$ cat src/rtl/mac_pkg.sv
// Shared definitions for the MAC datapath: register mode encoding and unload FSM states.
package mac_pkg;

    localparam logic [1:0] MODE_HOLD = 2'b00;
    localparam logic [1:0] MODE_LOAD = 2'b01;
    localparam logic [1:0] MODE_SHR  = 2'b10;
    localparam logic [1:0] MODE_SHL  = 2'b11;

    typedef logic [0:0] state_t;
    localparam state_t IDLE   = 1'b0;
    localparam state_t UNLOAD = 1'b1;

endpackage

$ cat src/rtl/mux_dff_bit.sv
// Generalised single-bit cell: NUM_SRC:1 source mux with a bypass input, feeding one flop
// with synchronous active-high clear.
module mux_dff_bit #(
    parameter int unsigned NUM_SRC = 4,
    localparam int unsigned SEL_W = $clog2(NUM_SRC)
) (
    input  logic               CLK,
    input  logic               CLR,
    input  logic [NUM_SRC-1:0] src,
    input  logic [SEL_W-1:0]   sel,
    input  logic               load,
    input  logic               alt_d,
    output logic               d,
    output logic               q
);

    always_comb begin
        d = load ? src[sel] : alt_d;
    end

    always_ff @(posedge CLK) begin
        if (CLR) begin
            q <= 1'b0;
        end else begin
            q <= d;
        end
    end

endmodule

$ cat src/rtl/mux_dff_reg.sv
// WIDTH-bit mux-select register with hold/load/shift modes and a counted bit-serial unload.
// Optional registered even-parity output enabled by defining MUXREG_PARITY_EN.
module mux_dff_reg
    import mac_pkg::*;
#(
    parameter int unsigned WIDTH   = 8,
    parameter int unsigned NUM_SRC = 4,
    localparam int unsigned SEL_W  = $clog2(NUM_SRC)
) (
    input  logic                     CLK,
    input  logic                     CLR,
    input  logic [NUM_SRC*WIDTH-1:0] src,
    input  logic [SEL_W-1:0]         sel_a,
    input  logic [SEL_W-1:0]         sel_b,
    input  logic                     sel_gate,
    input  logic [1:0]               mode,
    input  logic                     ser_in,
    input  logic                     unload,
    output logic [WIDTH-1:0]         q,
`ifdef MUXREG_PARITY_EN
    output logic                     parity,
`endif
    output logic                     ser_out,
    output logic                     ser_vld,
    output logic                     busy
);

    localparam int unsigned CNT_W = $clog2(WIDTH);
    localparam logic [CNT_W-1:0] CntLast = CNT_W'(WIDTH - 1);

    logic [SEL_W-1:0] eff_sel;
    logic             load_en;
    logic             start;
    logic [WIDTH-1:0] alt_d;
    logic [WIDTH-1:0] q_next;

    state_t           state_q, state_d;
    logic [CNT_W-1:0] cnt_q, cnt_d;
    logic [WIDTH-1:0] buf_q, buf_d;
    logic             ser_out_q, ser_out_d;
    logic             ser_vld_q, ser_vld_d;

    always_comb begin
        eff_sel    = sel_a | sel_b;
        eff_sel[0] = (sel_a[0] | sel_b[0]) & sel_gate;
    end

    // Mode only acts in IDLE and only when no unload is being started.
    always_comb begin
        load_en = 1'b0;
        alt_d   = q;
        if (state_q == IDLE && !unload) begin
            unique case (mode)
                MODE_LOAD: load_en = 1'b1;
                MODE_SHR:  alt_d = {ser_in, q[WIDTH-1:1]};
                MODE_SHL:  alt_d = {q[WIDTH-2:0], ser_in};
                default:   alt_d = q;
            endcase
        end
    end

    for (genvar i = 0; i < WIDTH; i++) begin : g_bit
        logic [NUM_SRC-1:0] bit_src;
        for (genvar k = 0; k < NUM_SRC; k++) begin : g_src
            assign bit_src[k] = src[k*WIDTH + i];
        end
        mux_dff_bit #(
            .NUM_SRC(NUM_SRC)
        ) u_bit (
            .CLK  (CLK),
            .CLR  (CLR),
            .src  (bit_src),
            .sel  (eff_sel),
            .load (load_en),
            .alt_d(alt_d[i]),
            .d    (q_next[i]),
            .q    (q[i])
        );
    end

    // The start edge already presents bit 0, so cnt tracks the index of the visible pulse.
    always_comb begin
        state_d   = state_q;
        cnt_d     = cnt_q;
        buf_d     = buf_q;
        ser_out_d = 1'b0;
        ser_vld_d = 1'b0;
        start     = 1'b0;
        if (state_q == IDLE) begin
            start = unload;
        end else if (cnt_q == CntLast) begin
            state_d = IDLE;
            start   = unload;
        end else begin
            ser_out_d = buf_q[0];
            ser_vld_d = 1'b1;
            buf_d     = buf_q >> 1;
            cnt_d     = cnt_q + 1'b1;
        end
        if (start) begin
            state_d   = UNLOAD;
            cnt_d     = '0;
            ser_out_d = q[0];
            ser_vld_d = 1'b1;
            buf_d     = q >> 1;
        end
    end

    always_ff @(posedge CLK) begin
        if (CLR) begin
            state_q   <= IDLE;
            cnt_q     <= '0;
            buf_q     <= '0;
            ser_out_q <= 1'b0;
            ser_vld_q <= 1'b0;
        end else begin
            state_q   <= state_d;
            cnt_q     <= cnt_d;
            buf_q     <= buf_d;
            ser_out_q <= ser_out_d;
            ser_vld_q <= ser_vld_d;
        end
    end

`ifdef MUXREG_PARITY_EN
    logic parity_q;

    always_ff @(posedge CLK) begin
        if (CLR) begin
            parity_q <= 1'b0;
        end else begin
            parity_q <= ^q_next;
        end
    end

    assign parity = parity_q;
`else
    logic unused_q_next;
    assign unused_q_next = ^q_next;
`endif

    assign ser_out = ser_out_q;
    assign ser_vld = ser_vld_q;
    assign busy    = (state_q == UNLOAD);

endmodule

$ cat config.mk
export PLATFORM = sky130hd
export DESIGN_NAME = mux_dff_reg
export DESIGN_NICKNAME = d
export VERILOG_FILES = /design/src/rtl/mac_pkg.sv /design/src/rtl/mux_dff_bit.sv /design/src/rtl/mux_dff_reg.sv
export SDC_FILE = /design/constraint.sdc
export NUM_CORES = 1
export LEC_CHECK = 0
export ABC_AREA = 1
export CORE_ASPECT_RATIO = 1.4
export CORE_MARGIN = 4
export CORE_UTILIZATION = 45
export CTS_CLUSTER_DIAMETER = 40
export DETAILED_ROUTE_END_ITERATION = 10
export PLACE_DENSITY = 0.87
export SLEW_MARGIN = 20
export SYNTH_ARGS = -nofsm -noshare
export SYNTH_HDL_FRONTEND = slang
export SYNTH_HIERARCHICAL = 1
export SYNTH_SLANG_ARGS = --single-unit
$ cat constraint.sdc
create_clock -name CLK -period 7.16 [get_ports CLK]
set_clock_uncertainty 0.05 [all_clocks]
set_input_delay 0.716 -clock CLK [delete_from_list [all_inputs] [get_ports CLK]]
set_output_delay 0.716 -clock CLK [all_outputs]
set_load 0.02 [all_outputs]
# --- After elaboration in Yosys (flattened, before gate mapping) ---
# Index checks and enable logic that the tools add are counted.
totals:
  ff_bits: 20
  inputBits: 43
  output_inout_bits: 11
  wordCells: 72
op_classes:
  n_addsub: 1
  order_cmp: 1
  n_eq_ne: 5
  mux: 39
  bitwise_logic: 5
  n_reduce_logical: 9
op_table:
  columns: ["op", "count"]
  rows:
  - ["two-way mux 1 bit", 26]
  - ["two-way mux 7 bit", 3]
  - ["binary-select mux 1 bit (select 2 bit)", 8]
  - ["one-hot mux 8 bit (2 select lines)", 1]
  - ["two-way mux 8 bit", 1]
  - ["AND reduction 2 bit", 3]
  - ["equality test 2 bit (second input constant)", 2]
  - ["nonzero test 2 bit", 2]
  - ["adder 3 x 1 -> 3 bit (second input constant)", 1]
  - ["equality test 3 bit (second input constant)", 1]
  - ["< comparator 2 x 3 -> 1 bit (second input constant)", 1]
  - ["nonzero test 3 bit", 1]
  - ["equality test 2 x 1 -> 1 bit (second input constant)", 1]
  - ["inequality test 2 bit (second input constant)", 1]
  - ["NOT 1 bit", 2]
  - ["OR 2 bit", 1]
  - ["OR reduction 2 bit", 1]
  - ["AND 1 bit", 1]
  - ["logical AND 1 bit", 1]
  - ["logical NOT 1 bit", 1]
  - ["OR 1 bit", 1]

# --- Depth between registers and ports, before layout ---
logic_depth:
  depth_word: 5
  mapped_depth: 9
  ltp_nobuf: 8

# --- Cells and area by module ---
# The synthesis kept the hierarchy.
by_module_without_submodules:
  columns: ["module", "instances", "cells_per_inst", "area_each_um2", "seq_area_each_um2"]
  rows:
  - ["mux_dff_bit", 8, 17, 98.8, 20.0]
  - ["mux_dff_reg", 1, 126, 780.7, 240.2]

# --- Worst setup path after synthesis ---
# OpenSTA, ideal clock, no wires.
synth_timing:
  path_kind: "input port to flip-flop"
  startpoint: "input port unload"
  endpoint: "register g_bit[0].u_bit.q"
  setup_time_ns: 0.062
  t_arrival_ns: 2.805
  t_required_ns: 7.048
  slack_ns: 4.244
  path_stages: 5
  n_path_buf: 1
  path_cell_list: "buf_2 -> nor4_1 -> or2_1 -> nand2_2 -> nor2_2"
synth_via:
  elab_chain_cells: 5
  elab_cells_between_ends: 7
  cone_classes: "mux (2); reduce/logical (5)"
synth_rtl:
  columns: ["element", "line", "source"]
  rows:
  - ["start: declaration", "mux_dff_reg.sv:18", "input logic unload,"]
  - ["logical NOT 1 bit *", "mux_dff_reg.sv:52", "if (state_q == IDLE && !unload) begin"]
  - ["logical AND 1 bit *", "mux_dff_reg.sv:52", null]
  - ["two-way mux 1 bit *", "mux_dff_reg.sv:52", null]
  - ["via load_en", "mux_dff_reg.sv:32", "logic load_en;"]
  - ["nonzero test 3 bit (no source line) or nonzero test 2 bit (tied branches)", null, null]
  - ["AND reduction 2 bit (no source line)", null, null]
  - ["end signal: assignment", "mux_dff_bit.sv:23", "q <= 1'b0;"]
  - ["end signal: assignment", "mux_dff_bit.sv:25", "q <= d;"]
  - ["end: declaration", "mux_dff_bit.sv:14", "output logic q"]
# The timed path passes the listed nets; every way through them passes the cells marked *.
# A chain may end at the register's enable or synchronous reset.

# --- Final worst setup path ---
layout_timing:
  startpoint: "input port unload"
  endpoint: "register g_bit[0].u_bit.q"
layout_via:
  elab_chain_cells: 5
  elab_cells_between_ends: 7
  cone_classes: "mux (2); reduce/logical (5)"
layout_rtl:
  columns: ["element", "line"]
  rows:
  - ["logical NOT 1 bit *", "mux_dff_reg.sv:52"]
  - ["logical AND 1 bit *", "mux_dff_reg.sv:52"]
  - ["two-way mux 1 bit", "mux_dff_reg.sv:52"]
  - ["nonzero test 3 bit (no source line) or nonzero test 2 bit (tied branches)", null]
  - ["AND reduction 2 bit (no source line)", null]
# Mark *: on every way between the ends. The rest lies on a longest branch, timed or not.

==> metrics <==
worst-skew pair later-pin latency 260 ps; minimum clock period 2310 ps; setup TNS 0 ps; max-slew violations 0; Cells after Synth 254; DRT antenna net count 0; P&R area growth vs syn 40.8%; io pins 54; Area after DPL 0.00210 sq mm; crit end category flip-flop; worst path cell trace clkdlybuf4s50_1, nor2_2, nand2_2, nand2_1, nand2_1, or2_1, nand2_2, nor2_2; largest net degree at the start of global routing 25; static leakage 1.06 nW; 1st-pass router iterations 4; combinational power share 26.1%; Die ar. 0.00444 sq mm; GPL Wtd Cong 0.796; global-route wire length before repair 5970 um; clock-pin slew on the worst setup and hold paths 80 ps; H-tree Lvls 1; CP endpoint g_bit[0].u_bit/q; Die Y-Extent 77.3 um; Core Area 0.00321 sq mm; worst setup path startpoint unload; CTS tree yes; hold_buf cts 0; r2r setup slk 5580 ps; Syn Std Cell Area 0.00154 sq mm; starting density of the core 48.0%; routed length per instance 9.92 um; Fin. Hold Viols 0; initial antenna violation count 0; CTS root buf clkbuf_8; die span in x 57.5 um; syn avg cell area 6.07 sq um; Flop pwr share 38.0%; Internal 0.233 mW; setup bufs post-CTS 0; final period utilization 32.3%; design area 0.00217 sq mm; Power Density 146 mW/mm^2; share of layout cells above drive strength 1 11.4%; CP Data Arrival Time 2400 ps; DRC Markers 0; Congestion Overflow GR 0; vias in the first global route 1534; Slew @ Worst Pin 727 ps; crit start category input port; Worst R2R Path Depth 5; number of diodes 0; maxcap violations 0; drt total wl 3440 um; DR iter-0 viols 67; Syn Nets 299; Fill cells 280; Ys Warns 6; total CTS buffers 3; CTS Sinks 20; DP Wirelength 2770 um; WP data required 7250 ps; cells resized by post-CTS repair 0; Vias/cell 4.74; IR drop worst, VDD 0.111 mV; Slew headroom 51.5%; Vias 1646; RSZ-0062 raised after global routing no; num rows 24; Crit-path slowest cell clkdlybuf4s50_1; Port Buf Inserts 53; status completed; GRT Overall Usage 16.2%; Peak Freq 0.433 GHz; Worst R2R End cnt_q[2]; CP max FO 12; final setup fails 0; critical path class in -> reg; nets@finish 354; Max clock buf depth 2; Sw Share 26.5%; reg2reg start cnt_q[0]; min-delay worst type reg -> reg; Net Switching 0.0841 mW; Clock power frac 35.9%; Crit path largest cell delay 630 ps
-- state kept, by name, summed over array words and instances (netlist names) --
| name | flops |
|---|---|
| g_bit.u_bit/q | 8 |
| buf_q | 7 |
| cnt_q | 3 |
| ser_out | 1 |
| ser_vld | 1 |
-- cell type report --
class,count,area [sq um],area share (%)
repair buffers,54,538,24.8
well taps,39,48.8,2.25
inverters,58,218,10.0
clock buffers,3,41.3,1.90
clock inverters,1,30.0,1.38
multi-input cells,172,895,41.2
flip-flops and latches,20,400,18.4
-- worst min-delay path by stage --
| stage | from | end | slack, ps | cells after the start |
|---|---|---|---|---|
| 2_1_floorplan | buf_q[6] | buf_q[6] | 380 | 2 |
| 3_3_place_gp | cnt_q[2] | cnt_q[2] | 400 | 2 |
| 3_5_place_dp | buf_q[6] | buf_q[6] | 420 | 2 |
| 4_1_cts | buf_q[6] | buf_q[6] | 430 | 2 |
| 5_1_grt | buf_q[0] | ser_out | 460 | 2 |
| 6_report | buf_q[6] | buf_q[6] | 430 | 2 |
-- metrics by stage --
| stage | hold slack (ps) | setup slack, ps | power [mW] | util [%] | instances |
|---|---|---|---|---|---|
| floorplan | 383 | 4250 | 0.169 | - | 254 |
| global placement | 403 | 4630 | 0.205 | 65.3 | 343 |
| detailed placement | 418 | 4600 | 0.206 | 65.3 | 343 |
| CTS | 430 | 4840 | 0.319 | 67.6 | 347 |
| global route | 458 | 4690 | 0.332 | 67.6 | 347 |
| finish | 426 | 4850 | 0.317 | 67.6 | 347 |
-- layer usage --
layer	part of all wire [%]	wire [um]	track usage, %
met5	0	0	0
met2	52	1810	30.2
met4	0.78	27	4.64
met1	39	1330	16.5
met3	8.1	278	5.21
-- critical path: cells and delay by family --
family                 cells  cell delay [ps]
AND/OR/NAND/NOR            7             1060
buffers and inverters      1              630
-- cells in the final DEF (no fill, tap or decap) --
| cell type | instances |
|---|---|
| a21oi_1 | 4 |
| buf_4 | 1 |
| bufinv_16 | 1 |
| clkbuf_8 | 3 |
| clkdlybuf4s50_1 | 53 |
| dfxtp_1 | 20 |
| ha_1 | 2 |
| inv_1 | 58 |
| nand2_1 | 76 |
| nand2_2 | 10 |
| nand3_1 | 30 |
| nand3_2 | 8 |
| nand3b_1 | 8 |
| nor2_1 | 3 |
| nor2_2 | 10 |
| nor4_2 | 1 |
| o21a_1 | 1 |
| o21ai_0 | 1 |
| o21ai_1 | 2 |
| o22ai_1 | 6 |
| or2_1 | 8 |
| or2_2 | 1 |
| xor2_1 | 1 |
-- power by group through the flow --
stage,registers (mW),logic (mW),clock network [mW]
finish,0.120,0.0829,0.114
global placement,0.123,0.0822,0
global route,0.121,0.0926,0.118
CTS,0.121,0.0837,0.114
detailed placement,0.123,0.0832,0
floorplan,0.125,0.0440,0
Power figures use the tool's default switching activity.
